## config.mk

```make
export PLATFORM = sky130hd
export DESIGN_NAME = led_row_scanner
export DESIGN_NICKNAME = d
export VERILOG_FILES = /design/src/rtl/led_row_scanner_pkg.sv /design/src/rtl/led_row_scanner_timer.sv /design/src/rtl/led_row_scanner.sv
export SDC_FILE = /design/constraint.sdc
export NUM_CORES = 1
export LEC_CHECK = 0
export CAP_MARGIN = 20
export CORE_ASPECT_RATIO = 0.5
export CORE_UTILIZATION = 36
export DETAILED_ROUTE_END_ITERATION = 16
export PLACE_DENSITY = 0.65
export SYNTH_ARGS = -nofsm -noshare
export SYNTH_HDL_FRONTEND = slang
export SYNTH_SLANG_ARGS = --single-unit
```

## constraint.sdc

```tcl
create_clock -name clk -period 3.1 [get_ports clk]
set_input_delay 0.93 -clock clk [delete_from_list [all_inputs] [get_ports clk]]
set_output_delay 0.93 -clock clk [all_outputs]
set_load 0.02 [all_outputs]
```

## src/rtl/led_row_scanner_pkg.sv

```systemverilog
// led_row_scanner_pkg: shared matrix constants, scan states and row-rotation helper
package led_row_scanner_pkg;
    localparam int MATRIX_ROWS = 8;
    localparam logic [7:0] ROW0_ONEHOT = 8'h01;
    localparam logic [7:0] ROW_LAST_ONEHOT = 8'h80;
    typedef enum logic [1:0] {IDLE = 2'd0, BLANK = 2'd1, SHOW = 2'd2} scan_state_t;
    // A corrupted (non-one-hot) select falls back to row 0 instead of rotating.
    function automatic logic [7:0] next_row(input logic [7:0] r);
        logic hot;
        hot = (r != 8'h00) && ((r & (r - 8'h01)) == 8'h00);
        return !hot ? ROW0_ONEHOT : (r == ROW_LAST_ONEHOT) ? ROW0_ONEHOT : {r[6:0], 1'b0};
    endfunction
endpackage

```

## src/rtl/led_row_scanner_timer.sv

```systemverilog
// scan_phase_timer: clearable up-counter flagging when it reaches the phase's last cycle
module scan_phase_timer #(
    parameter int W = 16
) (
    input  logic         clk,
    input  logic         rst,
    input  logic         clr,
    input  logic [W-1:0] last,
    output logic [W-1:0] cnt,
    output logic         tc
);
    always_ff @(posedge clk or posedge rst)
        if (rst) cnt <= '0;
        else     cnt <= clr ? '0 : cnt + 1'b1;
    assign tc = (cnt == last);
endmodule

```

## src/rtl/led_row_scanner.sv

```systemverilog
// led_row_scanner: blank/show row scanner for the 8x8 snake LED matrix
// Optional brightness control via SCAN_DIM_EN (adds the 2-bit dim input).
module led_row_scanner
    import led_row_scanner_pkg::*;
#(
    parameter int BLANK_CYCLES = 4,
    parameter int SHOW_CYCLES  = 5000,
    parameter int CNT_W        = 16
) (
    input  logic       clk,
    input  logic       rst,
    input  logic       en,
`ifdef SCAN_DIM_EN
    input  logic [1:0] dim,
`endif
    input  logic [7:0] col_data_in,
    output logic [7:0] row_sel,
    output logic [7:0] col_out,
    output logic       row_blank,
    output logic       row_strobe,
    output logic       frame_start
);
    scan_state_t state, state_n;
    logic [7:0] row_sel_n, col_n;
    logic blank_n, strobe_n, frame_n, tc;
    logic [CNT_W-1:0] cnt;
    logic [31:0] thr;
`ifdef SCAN_DIM_EN
    logic [1:0] dim_q;
    always_ff @(posedge clk or posedge rst)
        if (rst)                                    dim_q <= 2'd0;
        else if (en && state == BLANK && tc)        dim_q <= dim;
    assign thr = 32'(SHOW_CYCLES) - ((32'(dim_q) * 32'(SHOW_CYCLES)) >> 2);
`else
    assign thr = 32'(SHOW_CYCLES);
`endif
    scan_phase_timer #(.W(CNT_W)) u_timer (
        .clk  (clk),
        .rst  (rst),
        .clr  (state_n != state || state == IDLE),
        .last (state == BLANK ? CNT_W'(BLANK_CYCLES - 1) : CNT_W'(SHOW_CYCLES - 1)),
        .cnt  (cnt),
        .tc   (tc)
    );
    always_ff @(posedge clk or posedge rst)
        if (rst) begin
            state       <= IDLE;
            row_sel     <= ROW0_ONEHOT;
            col_out     <= 8'h00;
            row_blank   <= 1'b1;
            row_strobe  <= 1'b0;
            frame_start <= 1'b0;
        end else begin
            state       <= state_n;
            row_sel     <= row_sel_n;
            col_out     <= col_n;
            row_blank   <= blank_n;
            row_strobe  <= strobe_n;
            frame_start <= frame_n;
        end
    // Outputs are computed for the next cycle, so dimming compares against cnt+1.
    always_comb begin
        state_n   = state;
        row_sel_n = row_sel;
        col_n     = col_out;
        blank_n   = row_blank;
        strobe_n  = 1'b0;
        frame_n   = 1'b0;
        if (!en) begin
            state_n   = IDLE;
            row_sel_n = ROW0_ONEHOT;
            col_n     = 8'h00;
            blank_n   = 1'b1;
        end else begin
            case (state)
                IDLE: state_n = BLANK;
                BLANK: begin
                    col_n   = tc ? col_data_in : 8'h00;
                    blank_n = !tc;
                    strobe_n = tc;
                    frame_n  = tc && (row_sel == ROW0_ONEHOT);
                    state_n  = tc ? SHOW : BLANK;
                end
                SHOW: begin
                    if (tc) begin
                        state_n   = BLANK;
                        col_n     = 8'h00;
                        blank_n   = 1'b1;
                        row_sel_n = next_row(row_sel);
                    end else if (32'(cnt) + 32'd1 >= thr) begin
                        col_n   = 8'h00;
                        blank_n = 1'b1;
                    end
                end
                default: begin
                    state_n   = IDLE;
                    row_sel_n = ROW0_ONEHOT;
                    col_n     = 8'h00;
                    blank_n   = 1'b1;
                end
            endcase
        end
    end
endmodule

```

# Word-level counts from Yosys, hierarchy flattened
# Index checks and enable logic that the tools add are counted.
[word_totals]
regBits = 37
word_cells = 56
romBits = 0
latch_bits = 0
ram_bits = 0
mem_count = 0
in_bits = 11
[op_classes]
order_cmp = 1
n_bitwise = 1
mul = 0
eq_ne = 10
n_reduce_logical = 10
n_mux = 24
shift = 0
n_addsub = 3
n_div = 0
[ops]
columns = ["operator", "n"]
rows = [
  ["$mux 8", 8],
  ["$pmux 8 s3", 1],
  ["$add 16x1->17 const B", 1],
  ["$ge 17x13->1 const B", 1],
  ["$add 16x1->16 const B", 1],
  ["$eq 16x13->1", 1],
  ["$mux 16", 1],
  ["$pmux 8 s2", 1],
  ["$mux 13", 1],
  ["$and 8x8->8", 1],
  ["$eq 8x1->1 const B", 1],
  ["$eq 8x8->1 const B", 1],
  ["$logic_not 8->1", 1],
  ["$reduce_bool 8->1", 1],
  ["$sub 8x1->8 const B", 1],
  ["$mux 1", 7],
  ["$mux 2", 3],
  ["$pmux 2 s3", 1],
  ["$ne 2x2->1 const B", 2],
  ["$ne 4x4->1 const B", 1],
  ["$reduce_and 2->1", 2],
  ["$ne 3x3->1 const B", 1],
  ["$pmux 1 s3", 1],
  ["$eq 2x1->1 const B", 1],
  ["other kinds (7)", 8],
]

# Logic depth before layout (Yosys ltp)
# Gate-level depths: netlist of the first run.
[depth]
word_depth = 9
depth_mapped = 8
ltp_nobuf = 7

# Hierarchy
# From an unflattened synthesis of the first run, not the netlist that was laid out.
[unflattened]
hier_cells = 231
area_unflattened_um2 = 2250.9
[by_module_without_submodules]
columns = ["mod", "area_each_um2", "instances", "cells_per_inst", "seq_area_each_um2"]
rows = [
  ["led_row_scanner", 1246.2, 1, 127, 528.0],
  ["scan_phase_timer", 1004.7, 1, 104, 400.4],
]

# Least setup slack after synthesis of the first run
# OpenSTA, ideal clock, no wires.
[synth_path]
path_type = "reg-to-reg"
start = "reg u_timer.cnt[7]"
end = "reg col_out[0]"
period_less_slack_ps = 2023
path_buffers = 2
arrival_ps = 1902
path_stages_with_launch = 9
setup_slack_ps = 1077
setup_time_ps = 121
path_cell_list = "dfrtp_1 > buf_2 > nand3_2 > or3_4 > a211oi_4 > nor2_2 > a31o_1 > buf_6 > a32o_2"
[synth_between]
elab_chain_cells = 4
[synth_rtl]
columns = ["element", "line", "source"]
rows = [
  ["from (decl)", "led_row_scanner_timer.sv:9", "output logic [W-1:0] cnt,"],
  ["from (signal assigned)", "led_row_scanner_timer.sv:14", "else cnt <= clr ? '0 : cnt + 1'b1;"],
  ["$add 16x1->17 / $eq 16x13->1 (equally long branches)", "led_row_scanner.sv:90, led_row_scanner_timer.sv:15", ""],
  ["$ge 17x13->1, or another cell as far along", "led_row_scanner.sv:90", "end else if (32'(cnt) + 32'd1 >= thr) begin"],
  ["$ne 4x4->1 (no source line) / $pmux 8 s3 (equally long branches)", "-", ""],
  ["$reduce_and 2->1 (no source line) / $mux 8 (equally long branches)", "-", ""],
  ["to (signal assigned)", "led_row_scanner.sv:56", "col_out <= col_n;"],
  ["to (decl)", "led_row_scanner.sv:18", "output logic [7:0] col_out,"],
]
# Several ways; a longest one is shown, not always the timed one.
# A chain may end at the register's enable or synchronous reset.

# Worst setup path after layout of the first run
[layout_path]
start = "reg row_sel[0]"
end = "out row_sel[0]"
[layout_lines]
columns = ["element", "line", "source"]
rows = [
  ["from (decl)", "led_row_scanner.sv:17", "output logic [7:0] row_sel,"],
  ["from (signal assigned)", "led_row_scanner.sv:55", "row_sel <= row_sel_n;"],
]
# No word-level cell between the ends.

==> results of run 1 <==
[kinds of logic after synthesis]
group / after synthesis / synth area share
AOI/OAI and AO/OA: 32 / 0.151
xor gates and xnor gates: 14 / 0.0650
adders and majority gates: 1 / 0.00663
buffers and inverters: 11 / 0.0298
DFF: 37 / 0.492
muxes: 4 / 0.0219
and+or+nand+nor: 82 / 0.233
[how the worst min path moves through the flow]
stage	end	cells past startpoint	from	slack [ns]
2_1_floorplan	u_timer.cnt[0]	1	u_timer.cnt[0]	0.45
3_3_place_gp	row_blank	2	row_blank	0.47
3_5_place_dp	row_blank	2	row_blank	0.47
4_1_cts	row_blank	2	row_blank	0.48
5_1_grt	row_blank	2	row_blank	0.51
6_report	row_blank	2	row_blank	0.48
[where the power goes]
group	internal, mW	switching, mW	total [mW]
registers	0.485	0.00213	0.487
logic	0.0168	0.0229	0.0397
clock network	0.241	0.174	0.416
[registers in the layout (all words and copies together), names as in the netlist]
signal       flops
col_out          8
frame_start      1
row_blank        1
row_sel          8
row_strobe       1
state            2
u_timer.cnt     16
[routing by layer]
metal	track usage	wire (um)	up-vias
li1	-	-	712
met1	0.196	1800	721
met2	0.240	1690	24
met3	0.0419	134	4
met4	0.0500	31	0
met5	0	0	-
[area by class of cell]
| class | instances | area (um^2) |
|---|---|---|
| Inverter | 6 | 22.5 |
| Tap cell | 70 | 87.6 |
| Multi-Input combinational cell | 133 | 902 |
| Clock buffer | 6 | 72.6 |
| Sequential cell | 37 | 928 |
| Timing Repair Buffer | 30 | 298 |
| Fill cell | 460 | 2630 |
| Clock inverter | 2 | 38.8 |
[metrics by stage]
step	hold WS [ns]	setup slack, ns	power, mW	cell area [um^2]
3_5_place_dp	0.471	0.617	0.537	2240
2_1_floorplan	0.455	1.08	0.518	1890
3_3_place_gp	0.467	0.687	0.537	2240
4_1_cts	0.484	0.686	0.957	2350
6_report	0.478	0.698	0.942	2350
5_1_grt	0.509	0.646	0.979	2350
[layout by cell type, fill, tap and decap left out, drive strengths merged, types with 2 or more instances in the layout]
master,instances
nor4,3
nor2b,3
a22o,7
inv,6
a21oi,4
o21ai,6
clkdlybuf4s50,29
or2,3
nand4,3
mux2i,3
or3,3
clkbuf,6
and3,2
nor3,6
xor2,6
dfrtp,35
dfstp,2
nor2,33
a31oi,2
and4b,2
nand2,8
nand3,11
xnor2,8
a32o,8
==> run summary, run 1 <==
Status: completed
Setup Buffers After CTS: 0
Most used flip-flop cell after synthesis: dfrtp_1
Worst relative slew slack: 0.697
Number of synthesized flops with an enable pin: 0
Synth top area share: 0.464
Unique masters post-synth: 45
Crit path to: row_sel[0]
VDD IR max: 0.000166 V
Final Hold Viols: 0
Fin. max-slew vios: 0
Slowest stage cell, crit path: clkdlybuf4s50_1
Height of the die: 53.2 um
Delay-heaviest family, CP: buffers and inverters
Pre-antenna DRT Iters: 4
WP data arrival: 1.47 ns
Vias per cell: 5.14
Fraction of layout cells with a size suffix above 1: 0.154
Worst endpoint required time: 2.17 ns
Iteration-0 DRC Markers: 42
Largest net degree at the start of global routing: 38
Gpl congestion: 0.845
Yosys warns: 0
Worst setup startpoint: row_sel[0]
GRT Overall Usage: 0.149
Post-synthesis sequential area ratio: 0.492
Clk slew on worst S/H paths: 0.07 ns
Post-synth top cells: dfrtp_1, nor2_1, nand3_1
FP Rows: 18
Min Tclk post-route: 2.40 ns
Crit end category: output pin
Worst Hold Class: flip-flop to flip-flop
Die area: 0.00555 mm^2
Post-Place Cells: 276
DP HPWL: 2.57 mm
Initial antenna violation count: 0
Synth Register Bits: 37
CP Cell Sequence: clkdlybuf4s50_1
Total wire length: 3.66 mm
Crit path depth: 1
R2R Path Start: u_timer.cnt[0]
Vias: 1461
R2r worst-path depth: 7
Vias in the first global route: 1369
DR WL/cell: 12.9 um
Setup CP Type: flip-flop to output pin
Mapped Area: 0.00189 mm^2
Clock Latency Late Sink: 0.29 ns
ANT cells: 0
Mapped Nets: 193
Global-route wire length before repair: 6.39 mm
Syn Area/Cell: 10.4 um^2
Setup TNS: 0 ns
Reg2reg setup slack: 0.78 ns
Max Cap Violations: 0
Fmax: 416 MHz
Final Core Density: 0.472
Initial Utilization: 0.379
Clock root buffer: clkbuf_8
PwrDens: 401 mW/mm^2
# clock sinks: 37
Die width: 104 um
R2r endpoint: col_out[0]
Period utilisation layout: 0.775
CP Max Fanout: 6
Clock skew: 0.00435 ns
RSZ-0062 raised after global routing: no
Hold-fix buffers, CTS: 0
CTS tree: done
Layout area overhead: 24.5%
CORE AREA: 0.00498 mm^2
Most common cell in the netlist: dfrtp_1
Most area-consuming cells after synthesis: dfrtp_1, nor2_1, a32o_2
Leakage power: 0.999 nW
Post-synth ARST share: 1.00
Non-filler cells in the finished layout: 284
CTS H-tree lvls: 2
Pin slew with the least headroom to its limit: 0.455 ns
Cell count after synthesis: 181
I/O pins: 30
CP bufs+invs: 1
Fin nets: 225
Post-CTS sizing: 0
Global route overflow: 0
Clk buf depth: 2
# DRC: 0
CP max stage delay: 0.61 ns
Final setup viols: 0
Kind of start point of the critical path: flip-flop
Antenna Violating Nets Remaining: 0
I/O Buffers: 29
Number of CTS-inserted buffers: 5
Cell taking the most area after synthesis: dfrtp_1
Power figures use the tool's default switching activity.
==> inputs of run 2 (changes only) <==
- clock period: 3.1 -> 2.5 ns (I/O delays scaled with it)
==> run summary, run 2 (synthesized netlist as in run 1, its figures left out) <==
Status: completed (unchanged)
CP bufs+invs: 0 (was 1)
Initial Utilization: 0.379 (unchanged)
Total power: 1.17 mW (was 0.942 mW)
Fmax: 447 MHz
Die width: 104 um (unchanged)
GRT Overall Usage: 0.151 (was 0.149)
Clk slew on worst S/H paths: 0.08 ns (was 0.07 ns)
Setup Buffers After CTS: 0 (unchanged)
Largest regs: u_timer.cnt x16, col_out x8, row_sel x8 (unchanged)
Fraction of layout cells with a size suffix above 1: 0.158 (was 0.154)
Placed cell area: 0.00225 mm^2 (was 0.00224 mm^2)
Final Hold Viols: 0 (unchanged)
CTS H-tree lvls: 2 (unchanged)
FP Rows: 18 (unchanged)
CORE AREA: 0.00498 mm^2 (unchanged)
CTS tree: done (unchanged)
Period utilisation layout: 0.895
Slowest stage cell, crit path: dfrtp_1 (was clkdlybuf4s50_1)
Gpl congestion: 0.842 (was 0.845)
Delay-heaviest family, CP: compound AO/OA/AOI/OAI gates (was buffers and inverters)
Leakage power: 1.00 nW (was 0.999 nW)
ANT cells: 0 (unchanged)
Number of CTS-inserted buffers: 5 (unchanged)
Layout area overhead: 24.9% (was 24.5%)
Antenna Violating Nets Remaining: 0 (unchanged)
Total wire length: 3.81 mm (was 3.66 mm)
Iteration-0 DRC Markers: 49 (was 42)
Fin. max-slew vios: 0 (unchanged)
Die area: 0.00555 mm^2 (unchanged)
# clock sinks: 37 (unchanged)
CP max stage delay: 0.53 ns (was 0.61 ns)
DP HPWL: 2.60 mm (was 2.57 mm)
Clock Latency Late Sink: 0.29 ns (about the same)
Dpl ws: 0.215 ns (was 0.617 ns)
Post-layout instance area: 0.00236 mm^2 (was 0.00235 mm^2)
Biggest register: u_timer.cnt (unchanged)
WP data arrival: 2.42 ns (was 1.47 ns)
CP Max Fanout: 9 (was 6)
CP Cell Sequence: nand3_2, or3_4, a211oi_4, nor2_2, a31o_1, a32o_2 (was clkdlybuf4s50_1)
Fin nets: 226 (was 225)
PwrDens: 497 mW/mm^2 (was 401 mW/mm^2)
Largest register FFs: 16 (unchanged)
Clock root buffer: clkbuf_8 (unchanged)
Kind of start point of the critical path: flip-flop (unchanged)
Hold-fix buffers, CTS: 0 (unchanged)
I/O pins: 30 (unchanged)
Crit end category: flip-flop (was output pin)
Clock skew: 0.0110 ns (was 0.00435 ns)
RSZ-0062 raised after global routing: no (unchanged)
FF+latch area: 928 um^2 (unchanged)
Max Cap Violations: 0 (unchanged)
Most common cell after layout, fill and taps aside: dfrtp_1 (unchanged)
Largest net degree at the start of global routing: 38 (unchanged)
Final Worst Setup Slack: 0.263 ns (was 0.698 ns)
Area of the multi-input gates: 902 um^2 (unchanged)
I/O Buffers: 29 (unchanged)
Fill cells: 463 (was 460)
Worst endpoint required time: 2.68 ns (was 2.17 ns)
# DRC: 0 (unchanged)
Vias in the first global route: 1383 (was 1369)
Vias: 1481 (was 1461)
Worst relative slew slack: 0.692 (was 0.697)
Final setup viols: 0 (unchanged)
Post-CTS sizing: 0 (unchanged)
Most frequent cells in the layout: dfrtp_1, nor2_1, clkdlybuf4s50_1 (unchanged)
Vias per cell: 5.20 (was 5.14)
DR WL/cell: 13.4 um (was 12.9 um)
Height of the die: 53.2 um (unchanged)
Global route overflow: 0 (unchanged)
Reg2reg setup slack: 0.26 ns (was 0.78 ns)
Pre-antenna DRT Iters: 4 (unchanged)
Global-route wire length before repair: 6.49 mm (was 6.39 mm)
Worst Hold Class: flip-flop to flip-flop (unchanged)
Setup CP Type: flip-flop to flip-flop (was flip-flop to output pin)
VDD IR max: 0.000257 V (was 0.000166 V)
Pin slew with the least headroom to its limit: 0.463 ns (was 0.455 ns)
Min Tclk post-route: 2.24 ns
Setup TNS: 0 ns (unchanged)
Clk buf depth: 2 (unchanged)
Initial antenna violation count: 0 (unchanged)
run 2: cell count changes in the layout (fill, tap and decap cells not counted), sizes merged:
cell / previous run / this run
buf: 1 / 2
run 2: worst paths after layout:
path	from	to	depth (start not counted)
min	row_blank	row_blank	2
max reg2reg	u_timer.cnt[7]	col_out[2]	6
min reg2reg	row_blank	row_blank	2
max in group asynchronous	rst	row_blank	3
max	u_timer.cnt[7]	col_out[2]	6
min in group asynchronous	rst	row_sel[6]	3
run 2: layout make-up:
cell class	instances	area share
repair buffers	31	0.130
inverters	6	0.00955
multi-input cells	133	0.383
well taps	70	0.0372
clock inverters	2	0.0165
flip-flops and latches	37	0.394
clock buffers	6	0.0308
run 2: worst min-delay path, stage by stage, from the launching register on:
cell and delay (ns):
dfstp_2 0.37, inv_1 0.04, a31oi_1 0.06
run 2: stage by stage:
step,utilization,std cells,hold WS (ns)
floorplan,-,181,0.455
global placement,0.451,277,0.467
detailed placement,0.451,277,0.468
CTS,0.474,285,0.480
global route,0.474,285,0.494
finish,0.474,285,0.477
run 2: per-layer routing:
layer | global-route usage | vias up | routed length, um | share of wire
met3 | 0.0431 | 2 | 137 | 0.036
met4 | 0.0286 | 0 | 10 | 0.0026
li1 | - | 715 | - | -
met5 | 0 | - | 0 | 0
met1 | 0.203 | 734 | 1970 | 0.52
met2 | 0.245 | 30 | 1690 | 0.44
run 2: report_power, final:
part           internal [mW]  switching, mW
Clock                  0.300          0.220
Combinational         0.0208         0.0286
Sequential             0.601        0.00268
Total                  0.921          0.251
